==> src/rtl/spi_slave_sync.sv <==
// Fully synchronous SPI slave: CS/SCK/MOSI are oversampled in the CLK domain,
// all four SPI modes, configurable word width and bit order, back-to-back words.
`timescale 1ns/1ps

module spi_slave_sync #(
  parameter int WIDTH     = 8,
  parameter int CPOL      = 0,
  parameter int CPHA      = 0,
  parameter int MSB_FIRST = 0
) (
  input  logic             CLK,
  input  logic             RST_N,
  input  logic             CS,
  input  logic             SCK,
  input  logic             MOSI,
  output logic             MISO,
  input  logic [WIDTH-1:0] DOUT,
  output logic             DOUT_ACK,
  output logic [WIDTH-1:0] DIN,
  output logic             DIN_VALID,
  output logic             BUSY,
  output logic             ABORT
);

  localparam int              CNT_W    = $clog2(WIDTH);
  localparam logic [CNT_W-1:0] LAST_BIT = CNT_W'(WIDTH - 1);
  localparam int              TX_POS   = (MSB_FIRST != 0) ? WIDTH - 1 : 0;

  typedef enum logic {S_IDLE, S_ACTIVE} state_t;

  state_t           r_state;
  logic [2:0]       r_cs_sync;
  logic [2:0]       r_sck_sync;
  logic [1:0]       r_mosi_sync;
  logic [WIDTH-1:0] r_tx;
  logic             r_tx_en;
  logic             r_next_pend;
  logic             r_word_start;
  logic [WIDTH-1:0] r_rx;
  logic [CNT_W-1:0] r_rx_cnt;
  logic [WIDTH-1:0] r_din;
  logic             r_din_valid;
  logic             r_busy;
  logic             r_abort;

  logic             w_cs_fall;
  logic             w_cs_rise;
  logic             w_sck_rise;
  logic             w_sck_fall;
  logic             w_lead;
  logic             w_trail;
  logic             w_sample;
  logic             w_shift;
  logic             w_mosi;
  logic [WIDTH-1:0] w_rx_next;
  logic [WIDTH-1:0] w_tx_adv;
  logic             w_load;

  // Stage [1] is the synchronised level, stage [2] the copy used for edge detection.
  assign w_cs_fall  = ~r_cs_sync[1]  &  r_cs_sync[2];
  assign w_cs_rise  =  r_cs_sync[1]  & ~r_cs_sync[2];
  assign w_sck_rise =  r_sck_sync[1] & ~r_sck_sync[2];
  assign w_sck_fall = ~r_sck_sync[1] &  r_sck_sync[2];
  assign w_lead     = (CPOL != 0) ? w_sck_fall : w_sck_rise;
  assign w_trail    = (CPOL != 0) ? w_sck_rise : w_sck_fall;
  assign w_sample   = (CPHA != 0) ? w_trail : w_lead;
  assign w_shift    = (CPHA != 0) ? w_lead  : w_trail;
  assign w_mosi     = r_mosi_sync[1];

  assign w_rx_next = (MSB_FIRST != 0) ? {r_rx[WIDTH-2:0], w_mosi} : {w_mosi, r_rx[WIDTH-1:1]};
  assign w_tx_adv  = (MSB_FIRST != 0) ? (r_tx << 1) : (r_tx >> 1);

  // DOUT is captured when a word actually starts, so a frame that ends on a word
  // boundary never consumes a word it will not send. Until then (CPHA=0) the
  // first bit of the next word is previewed straight from DOUT.
  always_comb begin
    // NOTE: default first so no path leaves w_load unassigned (no latch).
    w_load = 1'b0;
    if (r_state == S_IDLE) begin
      w_load = w_cs_fall;
    end else if (!w_cs_rise && r_next_pend) begin
      w_load = (CPHA != 0) ? w_shift : w_sample;
    end
  end

  assign DOUT_ACK  = w_load;
  assign MISO      = r_tx_en & ((CPHA == 0 && r_next_pend) ? DOUT[TX_POS] : r_tx[TX_POS]);
  assign DIN       = r_din;
  assign DIN_VALID = r_din_valid;
  assign BUSY      = r_busy;
  assign ABORT     = r_abort;

  always_ff @(posedge CLK or negedge RST_N) begin
    if (!RST_N) begin
      r_state      <= S_IDLE;
      r_cs_sync    <= '0;
      r_sck_sync   <= '0;
      r_mosi_sync  <= '0;
      r_tx         <= '0;
      r_tx_en      <= 1'b0;
      r_next_pend  <= 1'b0;
      r_word_start <= 1'b0;
      r_rx         <= '0;
      r_rx_cnt     <= '0;
      r_din        <= '0;
      r_din_valid  <= 1'b0;
      r_busy       <= 1'b0;
      r_abort      <= 1'b0;
    end else begin
      // NOTE: non-blocking throughout so every flop samples pre-edge values.
      r_cs_sync   <= {r_cs_sync[1:0], CS};
      r_sck_sync  <= {r_sck_sync[1:0], SCK};
      r_mosi_sync <= {r_mosi_sync[0], MOSI};
      r_din_valid <= 1'b0;
      r_abort     <= 1'b0;

      case (r_state)
        S_IDLE: begin
          if (w_cs_fall) begin
            r_state      <= S_ACTIVE;
            r_busy       <= 1'b1;
            r_tx         <= DOUT;
            r_tx_en      <= (CPHA == 0);
            r_word_start <= (CPHA != 0);
            r_next_pend  <= 1'b0;
            r_rx_cnt     <= '0;
          end
        end

        S_ACTIVE: begin
          if (w_cs_rise) begin
            r_state      <= S_IDLE;
            r_busy       <= 1'b0;
            r_tx_en      <= 1'b0;
            r_next_pend  <= 1'b0;
            r_word_start <= 1'b0;
            r_rx_cnt     <= '0;
            r_abort      <= (r_rx_cnt != '0);
          end else begin
            if (w_sample) begin
              r_rx <= w_rx_next;
              if (r_rx_cnt == LAST_BIT) begin
                r_rx_cnt    <= '0;
                r_din       <= w_rx_next;
                r_din_valid <= 1'b1;
                if (CPHA != 0) begin
                  r_next_pend  <= 1'b1;
                  r_word_start <= 1'b1;
                end
              end else begin
                r_rx_cnt <= r_rx_cnt + 1'b1;
              end
              if (CPHA == 0 && r_next_pend) begin
                r_tx        <= DOUT;
                r_next_pend <= 1'b0;
              end
            end

            if (w_shift) begin
              if (CPHA == 0) begin
                if (r_rx_cnt == '0) r_next_pend <= 1'b1;
                else                r_tx        <= w_tx_adv;
              end else if (r_word_start) begin
                if (r_next_pend) r_tx <= DOUT;
                r_tx_en      <= 1'b1;
                r_word_start <= 1'b0;
                r_next_pend  <= 1'b0;
              end else begin
                r_tx <= w_tx_adv;
              end
            end
          end
        end

        default: r_state <= S_IDLE;
      endcase
    end
  end

endmodule

==> config.mk <==
export PLATFORM = sky130hd
export DESIGN_NAME = spi_slave_sync
export DESIGN_NICKNAME = d
export VERILOG_FILES = /design/src/rtl/spi_slave_sync.sv
export SDC_FILE = /design/constraint.sdc
export NUM_CORES = 1
export LEC_CHECK = 0
export BUFFER_PORTS_ARGS = -buffer_cell sky130_fd_sc_hd__clkbuf_2
export CORE_ASPECT_RATIO = 0.9
export CORE_MARGIN = 2
export CORE_UTILIZATION = 45
export CTS_CLUSTER_SIZE = 24
export DETAILED_ROUTE_END_ITERATION = 10
export GPL_TIMING_DRIVEN = 1
export HOLD_SLACK_MARGIN = 0.1
export PLACE_DENSITY = 0.73
export SLEW_MARGIN = 20
export SYNTH_ARGS = -nofsm -noshare
export SYNTH_HDL_FRONTEND = slang
export SYNTH_SLANG_ARGS = --single-unit
==> constraint.sdc <==
create_clock -name CLK -period 2 [get_ports CLK]
set_input_delay 0.2 -clock CLK [delete_from_list [all_inputs] [get_ports CLK]]
set_output_delay 0.2 -clock CLK [all_outputs]
set_load 0.02 [all_outputs]
== After elaboration in Yosys (flattened, before gate mapping) ==
Cells that the tools add are included.

* Bits in registers: 40
* Input bits: 13
* Output and inout bits: 13

* Add/subtract/negate cells: 1
* Equal/unequal tests: 5
* Muxes and demuxes: 33
* Bitwise gates (word level): 11
* Reductions and logical operators: 9

{| class="wikitable"
|+ Operator list
! cell !! number
|-
| 2-to-1 mux 8 bit || 6
|-
| 2-to-1 mux 1 bit || 18
|-
| case mux 8 bit (2 select lines) || 1
|-
| 2-to-1 mux 3 bit || 4
|-
| inverter 1 bit || 6
|-
| case mux 1 bit (2 select lines) || 3
|-
| case mux 3 bit (2 select lines) || 1
|-
| AND reduction 2 bit || 3
|-
| AND 1 bit || 5
|-
| != test 2 bit, second input constant || 2
|-
| AND reduction 4 bit || 1
|-
| adder 3 x 1 -> 3 bit, second input constant || 1
|-
| == test 3 bit, second input constant || 1
|-
| logical NOT 3 bit || 1
|-
| != test 3 x 1 -> 1 bit, second input constant || 1
|-
| AND reduction 3 bit || 1
|-
| nonzero test 3 bit || 1
|-
| != test 2 x 1 -> 1 bit, second input constant || 1
|-
| logical AND 1 bit || 1
|-
| logical NOT 1 bit || 1
|}

== Longest topological paths before layout ==
Gate-level depths: netlist of the first run.

* Depth in word-level cells: 7
* Mapped depth: 7
* Mapped depth without buffers: 6

== Least setup slack after synthesis of the first run ==
Ideal clock, no wire load.

* Kind: register to register
* Start: reg r_rx_cnt[0]
* End: reg r_tx[0]
* Setup time: 0.126 ns
* Data arrival time: 1.361 ns
* Data required time: 1.874 ns
* Slack: 0.513 ns
* Cell stages (with the launch flop): 8
* Path buffers: 1
* Period minus slack after synthesis: 1.487 ns
* Path through: dfrtp_1 -> inv_1 -> ha_1 -> nor2b_1 -> buf_2 -> nand3b_1 -> o2111ai_1 -> a2bb2oi_1

* Longest elaborated chain between the ends: 5

{| class="wikitable"
|+ Ends and longest elaborated chain
! item !! line !! source
|-
| from (decl) || 40 || <nowiki>logic [CNT_W-1:0] r_rx_cnt;</nowiki>
|-
| from (signal assigned) || 151 || <nowiki>r_rx_cnt <= r_rx_cnt + 1'b1;</nowiki>
|-
| logical NOT 3 bit || 161 || <nowiki>if (r_rx_cnt == '0) r_next_pend <= 1'b1;</nowiki>
|-
| 2-to-1 mux 8 bit || 161 ||
|-
| 2-to-1 mux 8 bit || 159 || <nowiki>if (w_shift) begin</nowiki>
|-
| 2-to-1 mux 8 bit || 131 || <nowiki>if (w_cs_rise) begin</nowiki>
|-
| case mux 8 bit (2 select lines) || 117 || <nowiki>case (r_state)</nowiki>
|-
| to (signal assigned) || 162 || <nowiki>else r_tx <= w_tx_adv;</nowiki>
|-
| to (signal assigned) || 169 || <nowiki>r_tx <= w_tx_adv;</nowiki>
|-
| to (decl) || 35 || <nowiki>logic [WIDTH-1:0] r_tx;</nowiki>
|}

Every way passes these cells. The select of a mux whose other input is x is not followed.
A chain may end at the register's enable or synchronous reset.

== Worst setup path after layout of the first run ==
* Start: reg r_state
* End: out DOUT_ACK

* Longest elaborated chain between the ends: 1

{| class="wikitable"
|+ Ends and longest elaborated chain
! item !! line !! source
|-
| from (decl) || 31 || <nowiki>state_t r_state;</nowiki>
|-
| from (signal assigned) || 95 || <nowiki>r_state <= S_IDLE;</nowiki>
|-
| from (signal assigned) || 120 || <nowiki>r_state <= S_ACTIVE;</nowiki>
|-
| from (signal assigned) || 132 || <nowiki>r_state <= S_IDLE;</nowiki>
|-
| 2-to-1 mux 1 bit || 79 || <nowiki>if (r_state == S_IDLE) begin</nowiki>
|-
| to (decl) || 18 || <nowiki>output logic DOUT_ACK,</nowiki>
|}

Every way passes these cells.

==> summary.txt, run 1 <==
Outcome
  – Status: finished clean

Worst hold path
  – Worst Hold Class: in2reg
  – Hold Crit Depth: 3

Layout
  – Layout cells sized above 1: 31.5%
  – Commonest cells after routing, fill and taps aside: dfrtp_1 (39), clkbuf_2 (25), o21ai_0 (17)
  – N_diodes: 0
  – P&R area growth vs syn: 16.3%
  – Finished Core Util: 55.2%
  – Final Cell Area: 0.00208 mm2
  – Filler cells: 308
  – Layout Nets: 196
  – Commonest non-fill, non-tap cell in the layout: dfrtp_1

Worst setup path
  – CP Data Arrival Time: 1.68 ns
  – CP Depth: 3
  – Delay-heaviest family, CP: flip-flops
  – Worst Path Required: 1.80 ns
  – CP Cell Sequence: and2_1, a31o_1, clkbuf_2
  – CP Class: reg2out
  – Crit path max fanout: 10
  – Worst-case reg-to-reg path depth: 7
  – Critical path endpoint category: output pin
  – CP peak stage delay: 0.55 ns
  – Worst Setup Start Kind: flip-flop
  – Worst path slowest cell: dfrtp_1
  – CP bufs+invs: 1

Route
  – Routed Antenna Nets: 0
  – TritonRoute pass-1 iters: 4
  – DR DRC count: 0
  – Avg WL per Cell: 14.9 um
  – Initial DRC count: 123
  – WL final: 3380 um
  – DR vias/cell: 5.69
  – Vias: 1291

Logic synthesis
  – Top FF cell, synth: dfrtp_1
  – Yosys warning total: 0
  – Asr flop ratio synth: 100%
  – Cell area after synthesis: 0.00178 mm2
  – Distinct cells, synth: 35
  – Yosys reg bits: 39
  – Synthesized instance count: 148
  – Synth Net Count: 164
  – Post-synth EDFFs: 0
  – Register area share after synthesis: 54.7%
  – Avg Cell Area, Syn: 12.1 um2

Timing
  – Setup TNS: 0 ns
  – Tmin final: 1.88 ns
  – Final setup fails: 0
  – Fin Hold WS: 0.133 ns
  – Rel. slew slack: 64.6%
  – Period utilisation layout: 94.0%
  – Final hold violations: 0
  – RSZ-0062 raised after global routing: no
  – Clock skew: 0.00629 ns
  – Slew Limit Fails: 0
  – Worst-Margin Slew: 0.531 ns
  – Fmax: 532 MHz

Placement
  – IO Port Bufs: 25
  – Post-DP Area: 0.00195 mm2
  – RD Place Congestion: 0.915
  – DP HPWL: 2430 um

Clock network
  – CTS tree: done
  – # resized after CTS: 0
  – Setup Buffers After CTS: 0
  – Latest clock arrival within the worst-skew pair: 0.29 ns
  – TritonCTS Buffers: 5
  – Max Root-Sink Buffers: 2
  – Root Buffer: clkbuf_8
  – H-tree levels: 2
  – CTS clk-pin slew, worst paths: 0.08 ns
  – CTS sink cnt: 39

Pwr
  – Cell Pwr Density: 1050 mW/mm2
  – P_leak: 0.988 nW
  – Peak VDD IR: 551 uV

Global route
  – Gr usage total: 17.3%
  – Vias in the first global route: 1275
  – First-pass GRT wire length: 5920 um
  – Initial antenna violation count: 0
  – Largest net degree at the start of global routing: 19
  – GRT overflow: 0

Die
  – Die Width: 70.4 um
  – Initial core utilization: 47.5%
  – Die ar.: 0.00449 mm2
  – FP Rows: 21
  – Die Y: 63.7 um
  – IO Pins: 26
  – Core area: 0.00376 mm2

Flow run
  – Max-Cap Viols: 0
## state kept, by name, indices dropped and copies added (netlist names)
register and flops:
DIN_VALID 1, r_tx 8, DIN 8, r_mosi_sync 2
r_sck_sync 3, r_rx 7, BUSY 1, ABORT 1
r_state 1, r_rx_cnt 3, r_next_pend 1, r_cs_sync 3
## power by group
part / internal [mW] / switching (mW)
Combinational: 0.286 / 0.264
Sequential: 0.961 / 0.166
Clock: 0.238 / 0.266
## metrics by stage
step                std cells  setup WS, ns  total power, mW
floorplan                 148         0.513             1.51
global placement          215         0.374             1.65
detailed placement        215         0.303             1.68
CTS                       227         0.130             2.20
global route              227        0.0180             2.34
finish                    227         0.121             2.18
## synth_stat cells, types with 3 or more instances
master | instances | area share (%)
o21bai_1 | 5 | 2.1
o21ai_0 | 17 | 4.8
nand3b_1 | 3 | 1.3
nor2b_1 | 5 | 1.8
a22oi_1 | 5 | 2.1
nand2_1 | 3 | 0.63
a221oi_1 | 5 | 2.5
inv_1 | 8 | 1.7
ha_1 | 3 | 2.1
nor3b_1 | 6 | 2.5
clkbuf_1 | 3 | 0.63
dfrtp_1 | 39 | 55
buf_2 | 3 | 0.84
mux2_2 | 16 | 10
## layout make-up
cell class                      count  area (um2)  area share [%]
Clock buffer                        5        68.8            3.32
Inverter                            8        30.0            1.45
Sequential cell                    39         976            47.0
Tap cell                           46        57.6            2.77
Multi-Input combinational cell     94         741            35.7
Clock inverter                      3        15.0           0.723
Timing Repair Buffer               32         188            9.04
## tightest hold or removal path, cell delays in order
cell      delay, ns
clkbuf_2       0.08
inv_1          0.05
a211oi_1       0.06
## per-layer routing
layer,global-route usage [%],wire length [um]
met1,22.1,1540
met2,25.6,1560
met3,5.84,192
met4,9.86,85
met5,0,0
## final timing paths
path	startpoint	endpoint	slack, ns
worst max-delay path	r_state	DOUT_ACK	0.12
worst min-delay path	DOUT[7]	r_tx[7]	0.13
worst max register to register	r_rx_cnt[0]	r_tx[0]	0.27
worst min register to register	r_sck_sync[0]	r_sck_sync[1]	0.35
max in group asynchronous	RST_N	DIN[2]	1.28
min in group asynchronous	RST_N	r_tx[4]	0.27
## timing repair
action                                  CTS  global route
endpoints found under the hold margin    42             0
endpoints found under the setup margin    0             0
hold buffers                              4             0
## cell families after synthesis
family          after synthesis  share of synthesized area (%)
fa+ha+maj                     3                           2.10
buf+inv                      15                           3.79
simple gates                 29                           11.2
flops                        39                           54.7
compound gates               44                           17.0
mux                          18                           11.2
No activity file was read; power rests on OpenSTA's default activity.
==> inputs of run 2 (changes only) <==
- GPL_TIMING_DRIVEN: 1 -> 0
==> summary.txt, run 2 (synthesized netlist as in run 1, its figures left out) <==
Outcome
  – Status: finished clean

Timing
  – Final hold violations: 0 (unchanged)
  – RSZ-0062 raised after global routing: no
  – Clock skew: 0.00608 ns (-0.000212 ns)
  – Setup TNS: 0 ns (unchanged)
  – Post-layout worst setup margin: 0.193 ns (+0.0720 ns)
  – Final setup fails: 0 (unchanged)
  – Worst-Margin Slew: 0.934 ns (+0.404 ns)
  – Period utilisation layout: 90.4% (-3.6 points)
  – Tmin final: 1.81 ns (-0.0720 ns)
  – Fmax: 553 MHz (+4.0%)
  – Slew Limit Fails: 0 (unchanged)
  – Rel. slew slack: 37.7% (-27 points)

Clock network
  – Latest clock arrival within the worst-skew pair: 0.29 ns (about the same)
  – Max Root-Sink Buffers: 2 (unchanged)
  – Root Buffer: clkbuf_8
  – TritonCTS Buffers: 5 (unchanged)
  – CTS tree: done
  – # hold bufs at CTS: 4 (unchanged)
  – CTS sink cnt: 39 (unchanged)
  – Setup Buffers After CTS: 0 (unchanged)
  – H-tree levels: 2 (unchanged)
  – # resized after CTS: 0 (unchanged)
  – CTS clk-pin slew, worst paths: 0.08 ns (about the same)

Worst setup path
  – Worst-case reg-to-reg path depth: 7 (unchanged)
  – Reg-to-reg slack, setup: 0.26 ns (about the same)
  – Critical path endpoint category: output pin
  – Crit path max fanout: 8 (-2)
  – CP Data Arrival Time: 1.61 ns (-0.07 ns)
  – CP Class: reg2out
  – Worst Setup Start Kind: flip-flop
  – Worst Path Required: 1.80 ns (about the same)

Route
  – Initial DRC count: 78 (-37%)
  – DR DRC count: 0 (unchanged)
  – Vias: 1272 (-1.5%)
  – Routed Antenna Nets: 0 (unchanged)
  – TritonRoute pass-1 iters: 4 (unchanged)
  – DR vias/cell: 5.51 (-3.2%)
  – WL final: 3460 um (+2.4%)
  – Avg WL per Cell: 15.0 um (+0.65%)

Die
  – Initial core utilization: 47.5% (unchanged)
  – Core area: 0.00376 mm2 (unchanged)
  – Die Y: 63.7 um (unchanged)
  – Die ar.: 0.00449 mm2 (unchanged)
  – FP Rows: 21 (unchanged)
  – IO Pins: 26 (unchanged)
  – Die Width: 70.4 um (unchanged)

Placement
  – RD Place Congestion: 0.934 (+2.0%)
  – Place WS: 0.271 ns (-0.0312 ns)
  – DP HPWL: 2490 um (+2.5%)
  – DP Cell Count: 219 (+1.9%)
  – IO Port Bufs: 25 (unchanged)

Global route
  – GRT overflow: 0 (unchanged)
  – Gr usage total: 17.8% (+0.54 points)
  – First-pass GRT wire length: 6210 um (+4.9%)
  – Vias in the first global route: 1318 (+3.4%)
  – Initial antenna violation count: 0 (unchanged)
  – Largest net degree at the start of global routing: 40 (+21)

Pwr
  – Peak VDD IR: 432 uV (-21%)
  – Cell Pwr Density: 1070 mW/mm2 (+1.6%)
  – P_leak: 0.994 nW (+0.64%)
  – Design Power: 2.25 mW (+3.0%)

Layout
  – Commonest non-fill, non-tap cell in the layout: dfrtp_1
  – Commonest cells after routing, fill and taps aside: dfrtp_1 (39), clkbuf_2 (25), o21ai_0 (17)
  – Fin cells: 231 (+1.8%)
  – P&R area growth vs syn: 18.0%
  – Layout cells sized above 1: 31.4% (-0.14 points)
  – N_diodes: 0 (unchanged)
  – Layout Nets: 200 (+2.0%)

Flow run
  – Max-Cap Viols: 0 (unchanged)

Worst hold path
  – Worst Hold Class: in2reg
  – Hold Crit Depth: 3 (unchanged)
-- run 2: cell count changes in the layout (fill, tap and decap cells not counted), sizes merged --
| cell | previous run | this run |
|---|---|---|
| buf | 3 | 4 |
| clkbuf | 30 | 34 |
| clkinv | 3 | 1 |
| clkinvlp | 0 | 1 |
-- run 2: critical path, cell delays in order (launching register included) --
cell and delay, ns:
dfrtp_1 0.43, nand2b_1 0.22, nor2_2 0.33, a31o_1 0.18, clkbuf_2 0.17
-- run 2: worst paths after layout --
check / to / startpoint
setup reg to reg: r_tx[6] / r_rx_cnt[0]
min in group asynchronous: r_tx[2] / RST_N
hold / removal: r_tx[7] / DOUT[7]
hold reg to reg: r_cs_sync[1] / r_cs_sync[0]
max in group asynchronous: DIN[1] / RST_N
setup / recovery: DOUT_ACK / r_cs_sync[1]
-- run 2: metrics by stage --
step	instance area, um2	hold WS, ns	utilization, %
3_3_place_gp	1970	0.308	52.3
5_1_grt	2110	0.138	56.0
3_5_place_dp	1970	0.310	52.3
2_1_floorplan	1780	-0.0956	-
6_report	2110	0.138	56.0
4_1_cts	2110	0.131	56.0
-- run 2: cell type report --
| class | count | area, um2 |
|---|---|---|
| plain buffers | 7 | 37.5 |
| clock buffers | 6 | 82.6 |
| clock inverters | 2 | 16.3 |
| fillers | 326 | 1650 |
| inverters | 8 | 30.0 |
| multi-input cells | 94 | 741 |
| flip-flops and latches | 39 | 976 |
| well taps | 46 | 57.6 |
| repair buffers | 29 | 165 |
-- run 2: layer usage --
metal / vias up / share of wire [%] / GRT usage (%)
met4: 0 / 1.0 / 7.93
met2: 25 / 47 / 28.3
met5: - / 0 / 0
li1: 618 / - / -
met1: 625 / 48 / 23.2
met3: 4 / 3.8 / 4.26
-- run 2: where the power goes --
| part | total, mW | internal, mW | switching [mW] |
|---|---|---|---|
| clock | 0.558 | 0.281 | 0.277 |
| combinational | 0.580 | 0.286 | 0.294 |
| sequential | 1.11 | 0.961 | 0.149 |
| total | 2.25 | 1.53 | 0.720 |
==> inputs of run 3 (changes only) <==
- CORE_UTILIZATION: 45 -> 28
- PLACE_DENSITY: 0.73 -> 0.53
==> summary.txt, run 3 (synthesized netlist as in run 1, its figures left out) <==
Outcome
  – Status: finished clean

Worst setup path
  – Critical path endpoint category: output pin
  – CP Data Arrival Time: 1.61 ns (about the same)
  – Worst Path Required: 1.80 ns (about the same)
  – Worst Setup Start Kind: flip-flop
  – Crit path max fanout: 8 (unchanged)
  – CP Class: reg2out

Placement
  – DP HPWL: 2440 um (-1.9%)
  – DP Cell Count: 260 (+19%)
  – RD Place Congestion: 0.738 (-21%)
  – Place WS: 0.251 ns (-0.0203 ns)
  – IO Port Bufs: 25 (unchanged)

Clock network
  – H-tree levels: 2 (unchanged)
  – Root Buffer: clkbuf_8
  – TritonCTS Buffers: 5 (unchanged)
  – CTS clk-pin slew, worst paths: 0.08 ns (about the same)
  – Max Root-Sink Buffers: 2 (unchanged)
  – Latest clock arrival within the worst-skew pair: 0.29 ns (about the same)
  – CTS sink cnt: 39 (unchanged)
  – CTS tree: done

Global route
  – First-pass GRT wire length: 6310 um (+1.7%)
  – GRT overflow: 0 (unchanged)
  – Vias in the first global route: 1272 (-3.5%)
  – Largest net degree at the start of global routing: 40 (unchanged)
  – Initial antenna violation count: 0 (unchanged)
  – Gr usage total: 11.5% (-6.3 points)

Layout
  – Commonest cells after routing, fill and taps aside: dfrtp_1 (39), clkbuf_2 (24), o21ai_0 (17)
  – N_diodes: 0 (unchanged)
  – Finished Core Util: 35.2% (-21 points)
  – Layout cells sized above 1: 31.0% (-0.37 points)
  – Filler cells: 650 (+99%)
  – Fin cells: 271 (+17%)
  – Commonest non-fill, non-tap cell in the layout: dfrtp_1
  – P&R area growth vs syn: 21.3%
  – Layout Nets: 200 (unchanged)

Timing
  – Post-layout worst setup margin: 0.193 ns (+0.000740 ns)
  – Clock skew: 0.00934 ns (+0.00326 ns)
  – Rel. slew slack: 42.8% (+5.1 points)
  – Worst-Margin Slew: 0.858 ns (-0.0765 ns)
  – RSZ-0062 raised after global routing: no
  – Slew Limit Fails: 0 (unchanged)
  – Period utilisation layout: 90.3% (about the same)
  – Tmin final: 1.81 ns (-0.000740 ns)
  – Final setup fails: 0 (unchanged)
  – Setup TNS: 0 ns (unchanged)
  – Fin Hold WS: 0.134 ns (-0.00345 ns)
  – Final hold violations: 0 (unchanged)
  – Fmax: 554 MHz (about the same)

Die
  – Core area: 0.00615 mm2 (+64%)
  – Die ar.: 0.00703 mm2 (+57%)
  – FP Rows: 27 (+29%)
  – Die Y: 79.7 um (+25%)
  – IO Pins: 26 (unchanged)
  – Initial core utilization: 29.0% (-18 points)
  – Die Width: 88.1 um (+25%)

Route
  – Avg WL per Cell: 13.6 um (-9.1%)
  – Vias: 1275 (+0.24%)
  – WL final: 3690 um (+6.6%)
  – Routed Antenna Nets: 0 (unchanged)
  – Initial DRC count: 95 (+22%)
  – DR vias/cell: 4.70 (-15%)
  – TritonRoute pass-1 iters: 4 (unchanged)
  – DR DRC count: 0 (unchanged)

Worst hold path
  – Worst Hold Class: in2reg

Pwr
  – Peak VDD IR: 392 uV (-9.4%)
  – P_leak: 0.997 nW (+0.26%)
  – Cell Pwr Density: 1070 mW/mm2 (+0.15%)

Flow run
  – Max-Cap Viols: 0 (unchanged)
==> run 3: cell count changes in the layout (fill, tap and decap cells not counted), sizes merged <==
cell | previous run | this run
buf | 4 | 5
bufinv | 0 | 1
clkbuf | 34 | 32
clkinv | 1 | 0
==> run 3: repair_timing <==
| action | CTS | global route |
|---|---|---|
| hold buffers | 3 | 1 |
| endpoints found under the hold margin | 3 | 4 |
| setup buffers | 0 | 0 |
| gates resized for setup | 0 | 0 |
==> run 3: worst paths after layout <==
check | start | end | slack, ns | depth (start not counted)
worst max-delay path | r_cs_sync[1] | DOUT_ACK | 0.19 | 4
min in group asynchronous | RST_N | r_tx[0] | 0.56 | 2
max in group asynchronous | RST_N | r_sck_sync[1] | 0.90 | 2
worst max register to register | r_rx_cnt[0] | r_tx[4] | 0.24 | 7
worst min-delay path | DOUT[7] | r_tx[7] | 0.13 | 3
worst min register to register | r_mosi_sync[0] | r_mosi_sync[1] | 0.35 | 0
==> run 3: power by group <==
part / switching, mW / internal [mW] / total [mW]
Clock: 0.271 / 0.365 / 0.635
Sequential: 0.149 / 0.961 / 1.11
Combinational: 0.285 / 0.284 / 0.569
==> run 3: cell type report <==
| class | count | area, um2 | area share [%] |
|---|---|---|---|
| multi-input combinational | 94 | 741 | 34.2 |
| sequential | 39 | 976 | 45.1 |
| buffer | 7 | 37.5 | 1.73 |
| clock inverter | 2 | 37.5 | 1.73 |
| timing repair buffer | 29 | 165 | 7.63 |
| clock buffer | 5 | 68.8 | 3.18 |
| tap | 87 | 109 | 5.03 |
| inverter | 8 | 30.0 | 1.39 |
==> run 3: worst max-delay path: stages, from the launching register on <==
cell	delay [ns]
dfrtp_1	0.42
nand2b_1	0.22
nor2_2	0.32
a31o_1	0.17
clkbuf_2	0.17
==> run 3: metrics by stage <==
stage	power (mW)	cell area [um2]
floorplan	1.51	1780
global route	2.47	2160
global placement	1.68	2020
CTS	2.34	2150
detailed placement	1.69	2020
finish	2.31	2160
==> run 3: layer usage <==
layer  global-route usage (%)  wire length, um
met1                     16.0             1830
met2                     17.9             1610
met3                     2.90              203
met4                     3.18               44
met5                        0                0
